<file path="src/rtl/uart_rx.sv">
// uart_rx: UART receive deserializer feeding the debug/loader controller.
//   Recovers 8N1 frames from the raw rx pin and holds each byte in a
//   single-entry register behind a valid/ready handshake. Runs on the
//   free-running board clock.
//   Optional feature macro: UART_RX_PARITY_EN (8E1 framing with parity check).
// Ports:
//   clk        in   board clock, rising edge
//   rst        in   synchronous active-high reset
//   rx         in   asynchronous serial input, idle high
//   data[7:0]  out  received byte, stable while valid=1
//   valid      out  byte available in the holding register
//   ready      in   consumer takes the byte when valid&&ready
//   frame_err  out  one-cycle pulse, stop bit sampled low
//   overrun    out  one-cycle pulse, completed byte dropped (register full)
//   parity_err out  one-cycle pulse, parity mismatch (0 without UART_RX_PARITY_EN)
module uart_rx #(
    parameter int unsigned CLKS_PER_BIT = 104,
    parameter int unsigned SYNC_STAGES  = 2
) (
    input  logic       clk,
    input  logic       rst,
    input  logic       rx,
    output logic [7:0] data,
    output logic       valid,
    input  logic       ready,
    output logic       frame_err,
    output logic       overrun,
    output logic       parity_err
);

    localparam int unsigned CNT_W = (CLKS_PER_BIT > 2) ? $clog2(CLKS_PER_BIT) : 2;
    localparam logic [CNT_W-1:0] CNT_MID = CNT_W'(CLKS_PER_BIT / 2 - 1);
    localparam logic [CNT_W-1:0] CNT_END = CNT_W'(CLKS_PER_BIT - 1);

    localparam logic [2:0] ST_IDLE  = 3'd0;
    localparam logic [2:0] ST_START = 3'd1;
    localparam logic [2:0] ST_DATA  = 3'd2;
    localparam logic [2:0] ST_STOP  = 3'd3;
    localparam logic [2:0] ST_BREAK = 3'd4;
`ifdef UART_RX_PARITY_EN
    localparam logic [2:0] ST_PARITY     = 3'd5;
    localparam logic [2:0] ST_AFTER_DATA = ST_PARITY;
`else
    localparam logic [2:0] ST_AFTER_DATA = ST_STOP;
`endif

    logic [SYNC_STAGES-1:0] sync_q;
    logic                   rx_s;
    logic [2:0]             state, state_d;
    logic [CNT_W-1:0]       cnt, cnt_d;
    logic [2:0]             bit_idx, bit_idx_d;
    logic [7:0]             shift, shift_d;
    logic                   stop_ok_c;
    logic                   stop_bad_c;
    logic                   deliver_c;
`ifdef UART_RX_PARITY_EN
    logic                   par_bit, par_bit_d;
    logic                   par_bad_c;
`endif

    // Input synchronizer; idles high so reset does not look like a start bit
    always_ff @(posedge clk) begin
        if (rst) begin
            sync_q <= '1;
        end else begin
            sync_q <= {sync_q[SYNC_STAGES-2:0], rx};
        end
    end

    assign rx_s = sync_q[SYNC_STAGES-1];

    // FSM and datapath state register
    always_ff @(posedge clk) begin
        if (rst) begin
            state   <= ST_IDLE;
            cnt     <= '0;
            bit_idx <= '0;
            shift   <= '0;
`ifdef UART_RX_PARITY_EN
            par_bit <= 1'b0;
`endif
        end else begin
            state   <= state_d;
            cnt     <= cnt_d;
            bit_idx <= bit_idx_d;
            shift   <= shift_d;
`ifdef UART_RX_PARITY_EN
            par_bit <= par_bit_d;
`endif
        end
    end

    // Next-state logic; all bit samples land on the middle of the bit period
    always_comb begin
        state_d    = state;
        cnt_d      = cnt;
        bit_idx_d  = bit_idx;
        shift_d    = shift;
        stop_ok_c  = 1'b0;
        stop_bad_c = 1'b0;
`ifdef UART_RX_PARITY_EN
        par_bit_d  = par_bit;
`endif
        case (state)
            ST_IDLE: begin
                if (!rx_s) begin
                    cnt_d   = '0;
                    state_d = ST_START;
                end
            end
            ST_START: begin
                if (cnt == CNT_MID) begin
                    cnt_d = '0;
                    if (!rx_s) begin
                        bit_idx_d = '0;
                        state_d   = ST_DATA;
                    end else begin
                        // start bit did not survive to mid-bit: a glitch
                        state_d = ST_IDLE;
                    end
                end else begin
                    cnt_d = cnt + CNT_W'(1);
                end
            end
            ST_DATA: begin
                if (cnt == CNT_END) begin
                    cnt_d   = '0;
                    shift_d = {rx_s, shift[7:1]};
                    if (bit_idx == 3'd7) begin
                        state_d = ST_AFTER_DATA;
                    end else begin
                        bit_idx_d = bit_idx + 3'd1;
                    end
                end else begin
                    cnt_d = cnt + CNT_W'(1);
                end
            end
`ifdef UART_RX_PARITY_EN
            ST_PARITY: begin
                if (cnt == CNT_END) begin
                    cnt_d     = '0;
                    par_bit_d = rx_s;
                    state_d   = ST_STOP;
                end else begin
                    cnt_d = cnt + CNT_W'(1);
                end
            end
`endif
            ST_STOP: begin
                if (cnt == CNT_END) begin
                    cnt_d = '0;
                    if (rx_s) begin
                        stop_ok_c = 1'b1;
                        state_d   = ST_IDLE;
                    end else begin
                        stop_bad_c = 1'b1;
                        state_d    = ST_BREAK;
                    end
                end else begin
                    cnt_d = cnt + CNT_W'(1);
                end
            end
            ST_BREAK: begin
                // wait out a line break / long low before hunting again
                if (rx_s) begin
                    state_d = ST_IDLE;
                end
            end
            default: begin
                state_d = ST_IDLE;
                cnt_d   = '0;
            end
        endcase
    end

`ifdef UART_RX_PARITY_EN
    // even parity: XOR over data and parity bit must be 0
    assign par_bad_c = ^{shift, par_bit};
    assign deliver_c = stop_ok_c && !par_bad_c;
`else
    assign deliver_c = stop_ok_c;
`endif

    // Holding register, handshake and error pulses
    always_ff @(posedge clk) begin
        if (rst) begin
            data      <= '0;
            valid     <= 1'b0;
            frame_err <= 1'b0;
            overrun   <= 1'b0;
        end else begin
            frame_err <= stop_bad_c;
            overrun   <= deliver_c && valid && !ready;
            if (deliver_c && (!valid || ready)) begin
                // empty register, or old byte consumed this same cycle
                data  <= shift;
                valid <= 1'b1;
            end else if (valid && ready) begin
                valid <= 1'b0;
            end
        end
    end

`ifdef UART_RX_PARITY_EN
    // Parity pulse is suppressed when the stop bit is bad
    always_ff @(posedge clk) begin
        if (rst) begin
            parity_err <= 1'b0;
        end else begin
            parity_err <= stop_ok_c && par_bad_c;
        end
    end
`else
    assign parity_err = 1'b0;
`endif

endmodule

</file>
<file path="config.mk">
export PLATFORM = sky130hd
export DESIGN_NAME = uart_rx
export DESIGN_NICKNAME = d
export VERILOG_FILES = /design/src/rtl/uart_rx.sv
export SDC_FILE = /design/constraint.sdc
export NUM_CORES = 1
export LEC_CHECK = 0
export BUFFER_PORTS_ARGS = -buffer_cell sky130_fd_sc_hd__buf_2
export CAP_MARGIN = 15
export CELL_PAD_IN_SITES_DETAIL_PLACEMENT = 2
export CELL_PAD_IN_SITES_GLOBAL_PLACEMENT = 2
export CORE_ASPECT_RATIO = 1.75
export CORE_MARGIN = 4
export CORE_UTILIZATION = 38
export CTS_CLUSTER_DIAMETER = 80
export CTS_CLUSTER_SIZE = 10
export DETAILED_ROUTE_END_ITERATION = 8
export PLACE_DENSITY = 0.81
export SYNTH_ARGS = -nofsm -noshare
export SYNTH_HDL_FRONTEND = slang
export SYNTH_SLANG_ARGS = --single-unit
</file>
<file path="constraint.sdc">
create_clock -name clk -period 3.1 [get_ports clk]
set_input_delay 0.155 -clock clk [delete_from_list [all_inputs] [get_ports clk]]
set_output_delay 0.155 -clock clk [all_outputs]
set_load 0.1 [all_outputs]
</file>
# Word level (Yosys, flattened, before mapping)
# Index checks and enable logic that the tools add are counted.
# totals
elab_cells,69
latchBits,0
register_bits,34
mem_bits_rw,0
output_inout_bits,12
memories,0
mem_bits_ro,0
# op_classes
n_bitwise,3
div_mod_pow,0
reduce_logical,16
n_eq_ne,15
magnitude_cmp,0
n_mul,0
n_mux,24
add_sub_neg,2
shift,0
# ops
operator,n
$mux 3,11
$pmux 7 s4,1
$mux 7,3
$ne 2x2->1 const B,8
$pmux 3 s5,1
$add 7x1->7 const B,1
$eq 7x6->1 const B,1
$eq 7x7->1 const B,1
$eq 3x2->1 const B,2
$eq 3x3->1 const B,2
$mux 1,6
$pmux 3 s2,1
$reduce_and 6->1,1
$reduce_and 5->1,1
$logic_and 1x1->1,4
$reduce_and 2->1,2
$reduce_bool 2->1,2
$add 3x1->3 const B,1
$eq 3x1->1 const B,1
$logic_not 3->1,1
$not 1->1,3
$reduce_or 3->1,1
$logic_not 1->1,2
$mux 2,1
other kinds (2),2

# Longest topological paths before layout
# Gate-level depths: netlist of run 1.
# logic_depth
ltp_word,5
ltp_mapped,6
depth_no_buf,5

# Worst setup path before layout of run 1
# No wires, ideal clock.
# synth_path
path_kind,register to register
start,reg valid
end,reg data[0]
period_less_slack_ps,1763
setup_ps,128
path_stages_with_launch,6
n_path_buf,1
t_required_ps,2972
arrival_time_ps,1636
setup_slack_ps,1337
path_cell_list,dfxtp_1 -> nand2b_1 -> nor4b_1 -> buf_4 -> mux2i_1 -> nor2_1
# synth_via
elab_chain_len,3
# synth_lines
item,line,text
from (decl),24,"output logic valid,"
from (signal assigned),188,valid <= 1'b0;
from (signal assigned),197,valid <= 1'b1;
from (signal assigned),199,valid <= 1'b0;
$logic_not 1->1,194,if (deliver_c && (!valid || ready)) begin
$logic_or 1x1->1,194,
$logic_and 1x1->1,194,
to (signal assigned),196,data <= shift;
to (decl),23,"output logic [7:0] data,"
# Every way passes these cells.
# A chain may end at the register's enable or synchronous reset.

# Worst setup path in the final report of run 1
# layout_path
start,reg cnt[0]
end,reg shift[6]
# layout_via
elab_chain_len,2
# layout_lines
item,line,text
from (decl),50,"logic [CNT_W-1:0] cnt, cnt_d;"
from (signal assigned),84,cnt <= cnt_d;
$eq 7x7->1,126,if (cnt == CNT_END) begin
$reduce_and 2->1 (no source line),--,
to (signal assigned),86,shift <= shift_d;
to (decl),52,"logic [7:0] shift, shift_d;"
# Every way passes these cells.

==> out/qor.yml, run 1 <==
cts:
  postCtsSetupBuffers: 0
  htree_levels: 2
  cts_buffer_depth: 2
  cts_buffers: 5
  clkLatencyLatePin_ns: 0.29
  hold_buffers: 0
  cts_tree: "done"
  clk_pin_slew_ns: 0.07
  clock_sinks: 34
  post_cts_resized: 0
  cts-root-buf: "clkbuf_8"
layout:
  fin_nets: 181
  final_cell_mix: "34 x dfxtp_1, 24 x nor2_1, 16 x mux2i_1, 14 x buf_2, 13 x nand2_1"
  num_antenna_cells: 0
  finish.utilization_pct: 43.7
  areaGrowthSynthToFinish_pct: 10.7
  layout_commonest_cell: "dfxtp_1"
  nFillCells: 446
  drive_gt1_share_pct: 17.7
detailed_routing:
  ant_nets: 0
  dr.pass1.iters: 4
  wl_per_cell_um: 18.0
  drc: 0
  drt-total-wl_um: 4010
  num_vias: 1234
  routed_via_density: 5.53
  drtIter0Drc: 19
sta:
  setup_viol: 0
  fin_tns_setup_ns: 0
  relSlewSlack_pct: 26.2
  finalCritPeriodShare_pct: 65.9
  rsz0062_at_grt: "false"
  finClkSkew_ns: 0.00511
  fmax_mhz: 489
  min_period_ns: 2.04
  tightest_slew_ns: 1.10
  hold_violations: 0
  holdWs_ns: 0.0525
  drv_slew: 0
  fin_ws_ns: 1.06
synthesis:
  ys_seq_area_share_pct: 44.2
  synth_top_family_by_area: "simple AND/OR/NAND/NOR gates"
  synth-main-ff-cell: "dfxtp_1"
  yosys_warnings: 0
  synth-simple-area-share_pct: 24.1
  synthAdderAreaFrac_pct: 2.44
  synthArstFlopShare_pct: 0
  avgSynthCellArea_um2: 9.39
  synthCells: 164
  muxShareOfSynthArea_pct: 11.1
  syn_area_um2: 1540
  synth_xor_area_share_pct: 0.569
  synth_compound_area_share_pct: 11.8
  ys_ff_latch: 34
  synth-edff-count: 0
  synth_nets: 171
  ys_types: 43
power_and_ir_drop:
  powerDensity_nw_per_um2: 478
  fin_total_pwr_mw: 0.814
  ir_drop_mv: 0.346
  netSwitchingFraction_pct: 23.3
  intPower_mw: 0.625
  p_comb_share_pct: 3.4
  p_seq_share_pct: 54.5
  p_sw_mw: 0.190
  leakagePower_nw: 0.597
  clockPowerShare_pct: 42.1
floorplanning:
  num_io_pins: 16
  die_y_um: 92.2
  initial_core_util_pct: 39.5
  die_x_um: 56.1
  num_rows: 30
  core_um2: 3900
  design.die.area_um2: 5180
global_route:
  grt_pass1_vias: 1451
  antenna_found_initial: 0
  grt_usage_pct: 17.6
  grt_pass1_wl_um: 6980
  grt_max_degree: 29
  grt_overflow: 0
placement:
  gp_congestion: 0.778
  pre_cts_slack_ns: 1.01
  io_buffers: 14
  hpwl_um: 2970
worst_setup_path:
  path_delay_family: "simple AND/OR/NAND/NOR gates"
  worstPathCellList: "ha_1 > nand2_1 > nor4_4 > mux2i_1 > nor2_1"
  crit_type: "register to register"
  required_ns: 3.26
  arrival_ns: 2.20
  cp_slowest_cell: "nor4_4"
  slowest_delay_ns: 0.64
  crit_fanout: 8
  startpoint_type: "register"
  endpoint_kind: "register"
  path_buf_inv: 0
job:
  drv_cap: 0
worst_hold_path:
  holdCritPathClass: "primary input to register"
outcome:
  status: "finished, final reports clean"
## per-layer routing
layer  part of all wire (%)  up-vias  GRT usage (%)
met4                    4.1        0           10.5
met1                     35      600           16.1
li1                       -      602              -
met2                     59       21           34.7
met3                    1.9       11           2.68
met5                      0        -              0
## kinds of logic after synthesis
| logic type | count (synthesis) |
|---|---|
| xor+xnor | 1 |
| flops | 34 |
| compound gates | 26 |
| fa+ha+maj | 3 |
| buf+inv | 15 |
| mux | 17 |
| simple gates | 67 |
| other cells | 1 |
## state kept, by name (all words and copies together) (netlist names)
| signal | flops |
|---|---|
| data | 8 |
| shift | 8 |
| cnt | 7 |
| bit_idx | 3 |
| state | 3 |
| sync_q | 2 |
| frame_err | 1 |
| overrun | 1 |
| valid | 1 |
## layout make-up
type	count	area, um2	share of cell area [%]
tap	48	60.1	3.52
sequential	34	681	39.9
inverter	3	11.3	0.660
clock buffer	6	82.6	4.84
clock inverter	2	12.5	0.734
timing repair buffer	15	77.6	4.55
multi-input combinational	115	781	45.8
## power by group through the flow
stage / registers [mW] / logic [mW] / clock network (mW)
after floorplan: 0.451 / 0.0244 / 0
after global placement: 0.453 / 0.0265 / 0
after detailed placement: 0.454 / 0.0278 / 0
after CTS: 0.444 / 0.0283 / 0.359
after global routing: 0.444 / 0.0314 / 0.379
final: 0.444 / 0.0277 / 0.343
## worst register-to-register path: cells and delay by family, from the launching register on
kind	cells	cell delay (ns)
flip-flops	1	0.38
multiplexers	1	0.33
adder cells (fa/ha/maj)	1	0.31
AND/OR/NAND/NOR	3	0.89
## cells in the mapped netlist, types with 3 or more instances
cell type / number / area share (%)
dfxtp_1: 34 / 44
nor2_1: 24 / 5.8
mux2i_1: 16 / 10
nand2_1: 13 / 3.2
nor3_1: 6 / 1.9
nand3_1: 5 / 1.6
o21ai_0: 5 / 1.6
a21oi_1: 4 / 1.3
clkbuf_1: 4 / 0.97
buf_4: 3 / 1.5
ha_1: 3 / 2.4
inv_1: 3 / 0.73
nand2b_1: 3 / 1.2
nor4_1: 3 / 1.2
or2_2: 3 / 1.2
## worst paths after layout
kind,start,end,slack [ns],cells past startpoint
setup / recovery,cnt[0],shift[6],1.06,5
hold / removal,rx,sync_q[0],0.05,2
setup reg to reg,cnt[0],shift[6],1.06,5
hold reg to reg,sync_q[0],sync_q[1],0.42,1
## through the flow
stage | std cells | instance area [um2]
finish | 223 | 1710
global route | 223 | 1710
CTS | 223 | 1710
detailed placement | 215 | 1610
global placement | 215 | 1610
floorplan | 164 | 1540
Note: power is estimated with default switching activity, not from simulation.
==> inputs of run 2 (changes only) <==
ABC_AREA = 1   (was unset)
CORE_UTILIZATION = 32   (was 38)
PLACE_DENSITY = 0.77   (was 0.81)
clock period = 2 ns   (was 3.1 ns; I/O delays follow)
==> run 2 against run 1 <==
- die area grew 19%
- sequential cell count is the same
- largest cell class unchanged
- largest power group unchanged
- final cell count grew 34%
- via count grew 20%
- synthesized cell count grew 38%
- core utilization shrank 5.7 points
- clock power grew 58%
- register-to-register slack lost 0.80 ns
==> out/qor.yml, run 2 <==
outcome:
  status: "finished, final reports clean"
synthesis:
  ys_ff_latch: 34  # unchanged
  yosysMostFrequentCell: "nand2_1"
  netlist.area_leader.share_pct: 43.1  # -1.1 points
  synthTopCellsByCount: "49 x nand2_1, 40 x inv_1, 34 x dfxtp_1"
  synthCells: 227  # +38%
  synth-edff-count: 0  # unchanged
  avgSynthCellArea_um2: 6.96  # -26%
  ys_seq_area_share_pct: 43.1  # -1.1 points
  synth-main-ff-cell: "dfxtp_1"
  yosys_warnings: 0  # unchanged
  ys_types: 29  # -33%
  yosysTopAreaCell: "dfxtp_1"
  synth_area_leaders: "dfxtp_1 43%, nand2_1 12%, inv_1 9.5%"
  syn_area_um2: 1580  # +2.5%
  synth_nets: 234  # +37%
  synthArstFlopShare_pct: 0  # unchanged
worst_setup_path:
  path_buf_inv: 1  # +1
  required_ns: 2.23  # -1.03 ns
  worstPathCellList: "ha_1 > nand2_2 > nor2_2 > nand2_2 > nor3_4 > nand2_4 > nand2_1 > inv_1 > nor2_1"
  endpoint_kind: "register"
  crit_type: "register to register"
  slowest_delay_ns: 0.39  # -0.25 ns
  timing.critical_path.mode_cell: "nand2_2"
  crit_fanout: 10  # +2
  cp_slowest_cell: "nor3_4"
  path_delay_family: "simple AND/OR/NAND/NOR gates"
  arrival_ns: 1.97  # -0.23 ns
  startpoint_type: "register"
global_route:
  grt_pass1_wl_um: 6890  # -1.4%
  grt_usage_pct: 15.3  # -2.3 points
  grt_max_degree: 20  # -31%
  antenna_found_initial: 0  # unchanged
  grt_pass1_vias: 1493  # +2.9%
  grt_overflow: 0  # unchanged
cts:
  clkLatencyLatePin_ns: 0.29  # about the same
  cts_buffers: 5  # unchanged
  cts_tree: "done"
  clock_sinks: 34  # unchanged
  cts-root-buf: "clkbuf_8"
  clk_pin_slew_ns: 0.07  # about the same
  htree_levels: 2  # unchanged
  cts_buffer_depth: 2  # unchanged
layout:
  fin_nets: 252  # +39%
  reg_top3: "data x8, shift x8, cnt x7"
  final_cell_mix: "49 x nand2_1, 40 x inv_1, 34 x dfxtp_1, 31 x nor2_1, 17 x nand3_1"
  areaGrowthSynthToFinish_pct: 14.2
  layout_commonest_cell: "nand2_1"
  num_antenna_cells: 0  # unchanged
  stdcell_count: 298  # +34%
  drive_gt1_share_pct: 13.4  # -4.3 points
sta:
  fin_tns_setup_ns: 0  # unchanged
  finalCritPeriodShare_pct: 87.0  # +21 points
  setup_viol: 0  # unchanged
  fmax_mhz: 575  # +17%
  tightest_slew_ns: 0.534  # -0.563 ns
  hold_violations: 0  # unchanged
  finClkSkew_ns: 0.00673  # +0.00162 ns
  min_period_ns: 1.74  # -0.303 ns
  rsz0062_at_grt: "false"
  drv_slew: 0  # unchanged
  relSlewSlack_pct: 64.2  # +38 points
power_and_ir_drop:
  powerDensity_nw_per_um2: 1090  # +130%
  leakagePower_nw: 0.809  # +36%
  ir_drop_mv: 0.538  # +56%
job:
  drv_cap: 0  # unchanged
floorplanning:
  die_x_um: 61.1  # +8.9%
  core_um2: 4750  # +22%
  die_y_um: 101  # +9.4%
  num_io_pins: 16  # unchanged
  design.die.area_um2: 6170  # +19%
  num_rows: 33  # +10%
  initial_core_util_pct: 33.3  # -6.2 points
detailed_routing:
  dr.pass1.iters: 3  # -1
  ant_nets: 0  # unchanged
  drtIter0Drc: 8  # -11
  drt-total-wl_um: 4050  # +1.1%
  routed_via_density: 4.96  # -10%
  wl_per_cell_um: 13.6  # -24%
  num_vias: 1479  # +20%
  drc: 0  # unchanged
placement:
  io_buffers: 14  # unchanged
  gp_congestion: 0.754  # -3.1%
  dp.cells: 289  # +34%
  hpwl_um: 3100  # +4.5%
worst_hold_path:
  holdCritPathClass: "primary input to register"
run 2: worst register-to-register path, delay by kind of cell, from the launching register on:
family	cells	cell delay, ns
simple gates	7	1.05
flops	1	0.37
fa+ha+maj	1	0.22
buf+inv	1	0.04
run 2: metrics by stage:
stage	util, %	total power, mW	worst slack, ns	hold slack [ns]	cell area, um2
CTS	38.0	2.01	0.209	0.134	1800
global placement	35.8	1.42	0.308	0.284	1700
detailed placement	35.8	1.44	0.244	0.290	1700
global route	38.0	2.14	0.0382	0.155	1800
finish	38.0	1.96	0.260	0.139	1800
floorplan	-	1.25	0.319	0.204	1580
run 2: worst paths after layout:
check / startpoint / to / slack (ns) / cells past startpoint
worst max register to register: cnt[0] / data[6] / 0.26 / 9
worst min register to register: sync_q[0] / sync_q[1] / 0.41 / 1
worst max-delay path: cnt[0] / data[6] / 0.26 / 9
worst min-delay path: rst / bit_idx[2] / 0.14 / 2
run 2: cell families after synthesis:
| group | share of synthesized area, % |
|---|---|
| simple gates | 32.4 |
| buf+inv | 11.3 |
| flops | 43.1 |
| compound gates | 8.95 |
| xor+xnor | 1.66 |
| fa+ha+maj | 2.38 |
| other cells | 0.237 |
run 2: metal layers:
layer / GRT usage [%] / vias up / wire [um]
met5: 0 / - / 0
li1: - / 735 / -
met3: 3.46 / 8 / 131
met2: 28.6 / 17 / 2370
met1: 14.8 / 719 / 1450
met4: 7.18 / 0 / 105
run 2: repair_timing:
item,in CTS,in global routing
hold buffers,1,0
buffers inserted,0,0
gates resized for setup,0,0
hold endpoints to repair,1,0
run 2: final cells by class:
class	instances	area [um2]
repair buffers	16	87.6
clock inverters	2	12.5
well taps	52	65.1
clock buffers	6	82.6
inverters	41	154
multi-input cells	147	721
flip-flops and latches	34	681
fillers	605	2950
run 2: report_power, final:
group | leakage (nW) | switching (mW) | internal (mW)
Clock | 0.0472 | 0.266 | 0.277
Sequential | 0.275 | 0.0690 | 0.735
Combinational | 0.486 | 0.421 | 0.196
